===== config.mk =====
export PLATFORM = sky130hd
export DESIGN_NAME = serial_word_rx
export DESIGN_NICKNAME = d
export VERILOG_FILES = /design/src/rtl/serial_pkg.sv /design/src/rtl/serial_word_rx_out_stage.sv /design/src/rtl/serial_word_rx.sv
export SDC_FILE = /design/constraint.sdc
export NUM_CORES = 1
export LEC_CHECK = 0
export ABC_AREA = 1
export CAP_MARGIN = 20
export CORE_UTILIZATION = 40
export CTS_CLUSTER_DIAMETER = 30
export CTS_CLUSTER_SIZE = 14
export DETAILED_ROUTE_END_ITERATION = 16
export PLACE_DENSITY = 0.66
export SETUP_SLACK_MARGIN = 0.1
export SLEW_MARGIN = 20
export SYNTH_ARGS = -nofsm -noshare
export SYNTH_HDL_FRONTEND = slang
export SYNTH_SLANG_ARGS = --single-unit

===== constraint.sdc =====
create_clock -name clk -period 2.08 [get_ports clk]
set_input_delay 0.624 -clock clk [delete_from_list [all_inputs] [get_ports clk]]
set_output_delay 0.624 -clock clk [all_outputs]
set_load 0.05 [all_outputs]

===== src/rtl/serial_pkg.sv =====
// Shared types for the serial word receiver: FSM state encoding and the
// bit-order selector constants used for the MSB_First parameter.
package serial_pkg;

    typedef enum logic {
        COLLECT = 1'b0,
        PARITY  = 1'b1
    } rx_state_e;

    localparam bit LSB_FIRST = 1'b0;
    localparam bit MSB_FIRST = 1'b1;

endpackage


===== src/rtl/serial_word_rx_out_stage.sv =====
// Output stage of the serial word receiver: one-word holding register with a
// valid/ready handshake, the parity flag of the held word, and sticky overrun
// detection for completed words that arrive while the slot is still occupied.
module word_out_stage #(
    parameter int W = 8
) (
    input  logic         clk,
    input  logic         rst_n,
    input  logic         cmpl_i,
    input  logic [W-1:0] word_i,
    input  logic         perr_i,
    input  logic         ready_i,
    input  logic         clr_err_i,
    output logic [W-1:0] word_o,
    output logic         valid_o,
    output logic         perr_o,
    output logic         overrun_o
);

    logic [W-1:0] word_q, word_d;
    logic         valid_q, valid_d;
    logic         perr_q, perr_d;
    logic         ovr_q, ovr_d;
    logic         xfer, accept;

    // A completed word may take the slot if it is empty or being drained now;
    // otherwise it is dropped and flagged, and the held word stays intact.
    always_comb begin
        xfer    = valid_q & ready_i;
        accept  = cmpl_i & (~valid_q | xfer);
        word_d  = word_q;
        valid_d = valid_q;
        perr_d  = perr_q;
        ovr_d   = ovr_q;
        if (accept) begin
            word_d  = word_i;
            perr_d  = perr_i;
            valid_d = 1'b1;
        end else if (xfer) begin
            valid_d = 1'b0;
        end
        // Set has priority over the clear request.
        if (cmpl_i && !accept) ovr_d = 1'b1;
        else if (clr_err_i)    ovr_d = 1'b0;
    end

    // Output-stage registers.
    always_ff @(posedge clk or negedge rst_n) begin
        if (!rst_n) begin
            word_q  <= '0;
            valid_q <= 1'b0;
            perr_q  <= 1'b0;
            ovr_q   <= 1'b0;
        end else begin
            word_q  <= word_d;
            valid_q <= valid_d;
            perr_q  <= perr_d;
            ovr_q   <= ovr_d;
        end
    end

    assign word_o    = word_q;
    assign valid_o   = valid_q;
    assign perr_o    = perr_q;
    assign overrun_o = ovr_q;

endmodule


===== src/rtl/serial_word_rx.sv =====
// Serial-to-parallel receiver: samples one bit per Bit_Valid strobe, assembles
// width bits in the build-selected order and hands finished words to the
// output stage. Define SERIAL_RX_PARITY_EN to add a trailing even-parity bit
// per frame; without it Parity_Err is constant 0.
module serial_word_rx
    import serial_pkg::*;
#(
    parameter int width     = 8,
    parameter bit MSB_First = LSB_FIRST
) (
    input  logic                       clk,
    input  logic                       rst_n,
    input  logic                       Enable,
    input  logic                       Bit_Valid,
    input  logic                       S_DataIn,
    output logic [width-1:0]           Word_Out,
    output logic                       Word_Valid,
    input  logic                       Word_Ready,
    output logic                       Parity_Err,
    output logic                       Overrun,
    input  logic                       Clr_Err,
    output logic [$clog2(width+1)-1:0] Bit_Count
);

    localparam int CW = $clog2(width + 1);
    localparam logic [CW-1:0] LAST = CW'(width - 1);

    rx_state_e        state_q, state_d;
    logic [CW-1:0]    cnt_q, cnt_d;
    logic [width-1:0] asm_q, asm_d, shifted;
    logic             cmpl, cmpl_perr;
    logic [width-1:0] cmpl_word;

    // Assembly register with the new bit inserted in the configured order.
    always_comb begin
        if (MSB_First) shifted = {asm_q[width-2:0], S_DataIn};
        else           shifted = {S_DataIn, asm_q[width-1:1]};
    end

    // Next-state, bit counter and word-completion decode.
    always_comb begin
        state_d   = state_q;
        cnt_d     = cnt_q;
        asm_d     = asm_q;
        cmpl      = 1'b0;
        cmpl_word = shifted;
        cmpl_perr = 1'b0;
        if (!Enable) begin
            state_d = COLLECT;
            cnt_d   = '0;
            asm_d   = '0;
        end else if (Bit_Valid) begin
            case (state_q)
                COLLECT: begin
                    asm_d = shifted;
                    if (cnt_q == LAST) begin
`ifdef SERIAL_RX_PARITY_EN
                        state_d = PARITY;
                        cnt_d   = CW'(width);
`else
                        cnt_d = '0;
                        cmpl  = 1'b1;
`endif
                    end else begin
                        cnt_d = cnt_q + 1'b1;
                    end
                end
`ifdef SERIAL_RX_PARITY_EN
                PARITY: begin
                    // Even parity: data bits plus parity bit must XOR to 0.
                    cmpl      = 1'b1;
                    cmpl_word = asm_q;
                    cmpl_perr = ^{asm_q, S_DataIn};
                    state_d   = COLLECT;
                    cnt_d     = '0;
                end
`endif
                default: state_d = COLLECT;
            endcase
        end
    end

    // Receive-side state registers.
    always_ff @(posedge clk or negedge rst_n) begin
        if (!rst_n) begin
            state_q <= COLLECT;
            cnt_q   <= '0;
            asm_q   <= '0;
        end else begin
            state_q <= state_d;
            cnt_q   <= cnt_d;
            asm_q   <= asm_d;
        end
    end

    assign Bit_Count = cnt_q;

    word_out_stage #(.W(width)) u_out (
        .clk       (clk),
        .rst_n     (rst_n),
        .cmpl_i    (cmpl),
        .word_i    (cmpl_word),
        .perr_i    (cmpl_perr),
        .ready_i   (Word_Ready),
        .clr_err_i (Clr_Err),
        .word_o    (Word_Out),
        .valid_o   (Word_Valid),
        .perr_o    (Parity_Err),
        .overrun_o (Overrun)
    );

endmodule


# == Yosys cells after proc, flatten, opt, wreduce, memory -nomap -nowiden ==
# Index checks and enable logic that the tools add are counted.
# W data, S select, Z words.
# classes
n_addsub,1
n_mul,0
div,0
order_cmp,0
n_eq_ne,3
n_shift,0
muxes,17
bitwise,4
reduce_logical,5
# op_table
op,n
$mux W8,3
$mux W4,4
$mux W1,10
$add A4 B1 Y4 const B,1
$eq A4 B3 Y1 const B,1
$reduce_bool A2 Y1,2
$and A1 B1 Y1,2
$ne A2 B1 Y1 const B,1
$ne A2 B2 Y1 const B,1
$reduce_and A2 Y1,1
$logic_and A1 B1 Y1,1
$logic_not A1 Y1,1
$not A1 Y1,1
$or A1 B1 Y1,1
# word_totals
regBits,23
latch_bits,0
ram_bits,0
mem_bits_ro,0
inputBits,7
output_inout_bits,15
elab_cells,36
n_memories,0

# == Longest topological paths before layout ==
# depth
ltp_word,9
ltp_mapped,6
depth_no_buf,6

# == By module ==
# A second synthesis with hierarchy kept.
# hier_totals
cells_unflattened,100
area_unflattened_um2,944.7
# by_module_without_submodules
mod,instances,cells_each,area_each_um2,seq_area_each_um2
serial_word_rx,1,53,494.2,275.3
word_out_stage,1,47,450.4,275.3

# == Worst setup path before layout ==
# OpenSTA, ideal clock, no wires.
# synth_timing
kind,reg-to-reg
startpoint,register cnt_q[1] (netlist: Bit_Count[1])
endpoint,register u_out.word_q[0] (netlist: u_out.word_o[0])
setup_time_ns,0.119
t_arrival_ns,1.392
required_ns,1.961
slack_ns,0.569
stages_incl_launch_ff,7
path_buffers,0
synth_period_minus_slack_ns,1.511
path_cell_list,dfrtp_1 > ha_1 > nand2_1 > nor2_2 > nand3_2 > nand2_1 > nand2_1
# synth_between
elab_chain_len,6
# synth_lines
item,line_no,source
from (decl),serial_word_rx.sv:29,"logic [CW-1:0] cnt_q, cnt_d;"
from (signal assigned),serial_word_rx.sv:91,cnt_q <= cnt_d;
$eq A4 B3 Y1,serial_word_rx.sv:56,if (cnt_q == LAST) begin
$mux W1,serial_word_rx.sv:56,
$mux W1,serial_word_rx.sv:53,case (state_q)
$mux W1,serial_word_rx.sv:52,end else if (Bit_Valid) begin
$mux W1,serial_word_rx.sv:48,if (!Enable) begin
$and A1 B1 Y1,serial_word_rx_out_stage.sv:30,accept = cmpl_i & (~valid_q | xfer);
to (signal assigned),serial_word_rx_out_stage.sv:55,word_q <= word_d;
to (decl),serial_word_rx_out_stage.sv:20,"logic [W-1:0] word_q, word_d;"
# No other way between the ends.
# A chain may end at the register's enable or synchronous reset.

# == Final worst setup path ==
# layout_timing
startpoint,input port Bit_Valid
endpoint,register u_out.word_q[0] (netlist: u_out.word_o[0])
# layout_between
elab_chain_len,3
# layout_lines
item,line_no,source
from (decl),serial_word_rx.sv:14,"input logic Bit_Valid,"
$mux W1,serial_word_rx.sv:52,
$mux W1,serial_word_rx.sv:48,
$and A1 B1 Y1,serial_word_rx_out_stage.sv:30,
# No other way between the ends.

==> flow_summary.html <==
<table>
<tr><th>Metric</th><th>Value</th></tr>
<tr><th colspan="2">Route</th></tr>
<tr><td>Wirelength, routed</td><td>1.58 mm</td></tr>
<tr><td>Number of routed nets with antenna violations</td><td>0</td></tr>
<tr><td>Number of design rule violations left after detail routing</td><td>0</td></tr>
<tr><td>Average wire per cell in the routed design</td><td>10.7 um</td></tr>
<tr><td>Via count of the routed design</td><td>702</td></tr>
<tr><td>Drt first-iter violations</td><td>16</td></tr>
<tr><td>Via density per instance</td><td>4.78</td></tr>
<tr><td>Drt first pass iters</td><td>4</td></tr>
<tr><th colspan="2">Finish</th></tr>
<tr><td>Multi-input gate area</td><td>304 um2</td></tr>
<tr><td>P&amp;R area growth vs syn</td><td>24.0%</td></tr>
<tr><td>Layout cells sized above 1</td><td>0.242</td></tr>
<tr><td>FILL cells</td><td>203</td></tr>
<tr><td>FF+latch area</td><td>526 um2</td></tr>
<tr><td>Commonest cells after routing, fill and taps aside</td><td>nand2_1 (26), dfrtp_1 (21), buf_4 (17)</td></tr>
<tr><td>Final cell utilization of the core</td><td>0.552</td></tr>
<tr><td>Most common library cell in the layout ignoring fill and taps</td><td>nand2_1</td></tr>
<tr><td>Number of nets in the layout</td><td>129</td></tr>
<tr><td>Ant. Diodes</td><td>0</td></tr>
<tr><th colspan="2">Floorplan</th></tr>
<tr><td>Horizontal extent of the die</td><td>49.9 um</td></tr>
<tr><td>Number of I/O pins</td><td>22</td></tr>
<tr><td>Number of placement rows</td><td>16</td></tr>
<tr><td>Initial cell density of the core</td><td>0.445</td></tr>
<tr><td>DIE AREA</td><td>2490 um2</td></tr>
<tr><td>Die outline height</td><td>49.9 um</td></tr>
<tr><td>Area inside the core boundary</td><td>2060 um2</td></tr>
<tr><th colspan="2">Global route</th></tr>
<tr><td>Number of antenna violations at the first check in global routing</td><td>0</td></tr>
<tr><td>Pin count of the biggest net entering global routing</td><td>22</td></tr>
<tr><td>Global routing usage summed across all routing layers</td><td>0.140</td></tr>
<tr><td>Wire length of the first global-routing pass</td><td>2.65 mm</td></tr>
<tr><td>Total congestion overflow</td><td>0</td></tr>
<tr><td>Number of global-route vias before repair</td><td>630</td></tr>
<tr><th colspan="2">STA</th></tr>
<tr><td>Final slew viol count</td><td>0</td></tr>
<tr><td>Setup ws final</td><td>0.448 ns</td></tr>
<tr><td>Shortest period the worst path allows</td><td>1.63 ns</td></tr>
<tr><td>Largest clock skew in the final design</td><td>0.0128 ns</td></tr>
<tr><td>Fmax</td><td>613 MHz</td></tr>
<tr><td>Setup TNS after final layout</td><td>0 ns</td></tr>
<tr><td>Unrepaired setup endpoints after global routing</td><td>false</td></tr>
<tr><td>Count of endpoints failing setup in the final report</td><td>0</td></tr>
<tr><td>Number of hold-slack violations in the final timing report</td><td>0</td></tr>
<tr><td>Share of the clock period used by the worst path</td><td>0.785</td></tr>
<tr><td>Worst hold slack across all endpoints</td><td>0.490 ns</td></tr>
<tr><th colspan="2">Clock tree</th></tr>
<tr><td>Root Buffer</td><td>clkbuf_4</td></tr>
<tr><td>Setup fix buffers added after clock tree synthesis</td><td>0</td></tr>
<tr><td>Inserted Clock Buffers</td><td>3</td></tr>
<tr><td>Post-cts hold buffer count</td><td>0</td></tr>
<tr><td>Buffer depth of the longest clock path</td><td>2</td></tr>
<tr><td>CTS tree</td><td>done</td></tr>
<tr><td>Number of clock sinks seen by CTS</td><td>21</td></tr>
<tr><td>Reg clk slew, reported paths</td><td>0.13 ns</td></tr>
<tr><td>Clock insertion delay at the later pin of the skew report</td><td>0.30 ns</td></tr>
<tr><td>Count of instances resized after the clock tree is built</td><td>0</td></tr>
<tr><td>H-tree lvl count</td><td>1</td></tr>
<tr><th colspan="2">Critical path</th></tr>
<tr><td>Slowest CP cell</td><td>clkdlybuf4s50_1</td></tr>
<tr><td>Kind of cell with the highest combined delay on the critical path</td><td>buffers and inverters</td></tr>
<tr><td>Timing startpoint of the critical path</td><td>Bit_Valid</td></tr>
<tr><td>Library cell appearing most often on the critical path</td><td>nand2_1</td></tr>
<tr><td>Worst setup EP type</td><td>flop</td></tr>
<tr><td>Reg2Reg Launch Point</td><td>Bit_Count[1]</td></tr>
<tr><td>Data arrival, critical path</td><td>1.82 ns</td></tr>
<tr><td>Crit-path cells</td><td>clkdlybuf4s50_1, nand2_2, clkinv_2, nand3_2, nand2_1, nand2_1</td></tr>
<tr><td>Launching element type of the critical path</td><td>input pin</td></tr>
<tr><td>Worst Path Class, Setup</td><td>in -&gt; reg</td></tr>
<tr><td>Worst EP required</td><td>2.27 ns</td></tr>
<tr><td>Largest driver fanout on the critical path</td><td>13</td></tr>
<tr><td>Buffers and inverters on the worst path</td><td>2</td></tr>
<tr><td>Slowest cell delay on critical path</td><td>0.55 ns</td></tr>
<tr><th colspan="2">Synthesis</th></tr>
<tr><td>Warnings from Yosys</td><td>0</td></tr>
<tr><td>Post-Syn Instances</td><td>97</td></tr>
<tr><td>Mapped cell area</td><td>918 um2</td></tr>
<tr><td>Average cell area after synthesis</td><td>9.47 um2</td></tr>
<tr><td>Flip-flop and latch count after synthesis</td><td>21</td></tr>
<tr><td>Post-Synthesis Net Count</td><td>105</td></tr>
<tr><td>Number of distinct library cell variants in the gate-level netlist after synthesis</td><td>21</td></tr>
<tr><td>Fraction of the yosys area taken by sequential cells</td><td>0.572</td></tr>
<tr><th colspan="2">Placement</th></tr>
<tr><td>Number of buffer cells added on primary ports</td><td>20</td></tr>
<tr><td>Weighted congestion at the end of routability-driven global placement</td><td>0.760</td></tr>
<tr><td>Half-perimeter wire length after placement</td><td>1.20 mm</td></tr>
<tr><td>DP Worst Slack</td><td>0.132 ns</td></tr>
<tr><th colspan="2">Min path</th></tr>
<tr><td>Hold Crit Start</td><td>u_out.word_o[6]</td></tr>
<tr><td>Type of the tightest min-delay check</td><td>reg -&gt; reg</td></tr>
<tr><th colspan="2">Status</th></tr>
<tr><td>Result of the run</td><td>finished, final reports clean</td></tr>
<tr><th colspan="2">Power</th></tr>
<tr><td>Peak VDD IR</td><td>0.361 mV</td></tr>
<tr><td>Overall power of the completed layout</td><td>684 uW</td></tr>
<tr><td>Power density over cell area</td><td>600 nW/um2</td></tr>
<tr><td>Leakage Power</td><td>0.604 nW</td></tr>
<tr><th colspan="2">Run</th></tr>
<tr><td>Number of maximum-capacitance constraint violations</td><td>0</td></tr>
</table>
## cell usage after synthesis (all sizes together)
| cell | count | area [um2] |
|---|---|---|
| nand2 | 28 | 110 |
| dfrtp | 21 | 526 |
| inv | 14 | 52.6 |
| nand4 | 9 | 56.3 |
| o22ai | 7 | 56.3 |
| buf | 4 | 31.3 |
| nand3 | 3 | 20.0 |
| nor2 | 3 | 16.3 |
| o21ai | 3 | 15.0 |
| a21oi | 1 | 5.00 |
| a22o | 1 | 8.76 |
| clkinv | 1 | 5.00 |
| conb | 1 | 3.75 |
| ha | 1 | 12.5 |
## logic make-up after synthesis
logic type      count (synthesis)  synth area share
buf+inv                        19            0.0967
simple gates                   43             0.221
flops                          21             0.572
compound gates                 12            0.0926
fa+ha+maj                       1            0.0136
other cells                     1           0.00408
## layer usage
metal,track usage,routed length [um],vias to the layer above
li1,-,-,363
met1,0.199,804,321
met2,0.214,703,16
met3,0.0278,59,2
met4,0.0429,10,0
met5,0,0,-
## path summary, 6_finish.rpt
kind / end / slack, ns / cells past startpoint
worst max register to register: u_out.word_o[0] / 0.66 / 7
worst max-delay path: u_out.word_o[0] / 0.45 / 6
worst min register to register: u_out.word_o[6] / 0.49 / 2
min in group asynchronous: u_out.word_o[3] / 0.64 / 2
max in group asynchronous: u_out.word_o[0] / 1.22 / 2
worst min-delay path: u_out.word_o[6] / 0.49 / 2
## sequential cells by signal, summed over array words and instances (netlist names)
signal,cells
u_out.valid_o,1
asm_q,7
u_out.word_o,8
u_out.overrun_o,1
Bit_Count,4
## tightest hold or removal path: cells and delay by family (launching register included)
kind	cells	cell delay (ns)
flops	1	0.37
simple gates	2	0.10
## final cells by class
| cell class | count | area share |
|---|---|---|
| clock buffer | 3 | 0.0198 |
| sequential | 21 | 0.462 |
| timing repair buffer | 23 | 0.165 |
| inverter | 15 | 0.0505 |
| tap | 27 | 0.0297 |
| clock inverter | 1 | 0.00659 |
| multi-input combinational | 57 | 0.267 |
## power by group
group | total (mW) | switching [mW] | internal [mW] | leakage (nW)
clock network | 0.196 | 0.123 | 0.0731 | 0.0139
registers | 0.420 | 0.00645 | 0.414 | 0.291
logic | 0.0670 | 0.0438 | 0.0231 | 0.299
total | 0.684 | 0.174 | 0.510 | 0.604
## per-stage QoR
stage / instances / instance area, um2
after detailed placement: 143 / 1110
after global placement: 143 / 1110
final: 147 / 1140
after global routing: 147 / 1140
after CTS: 147 / 1140
after floorplan: 97 / 918
No activity file was read; power rests on OpenSTA's default activity.
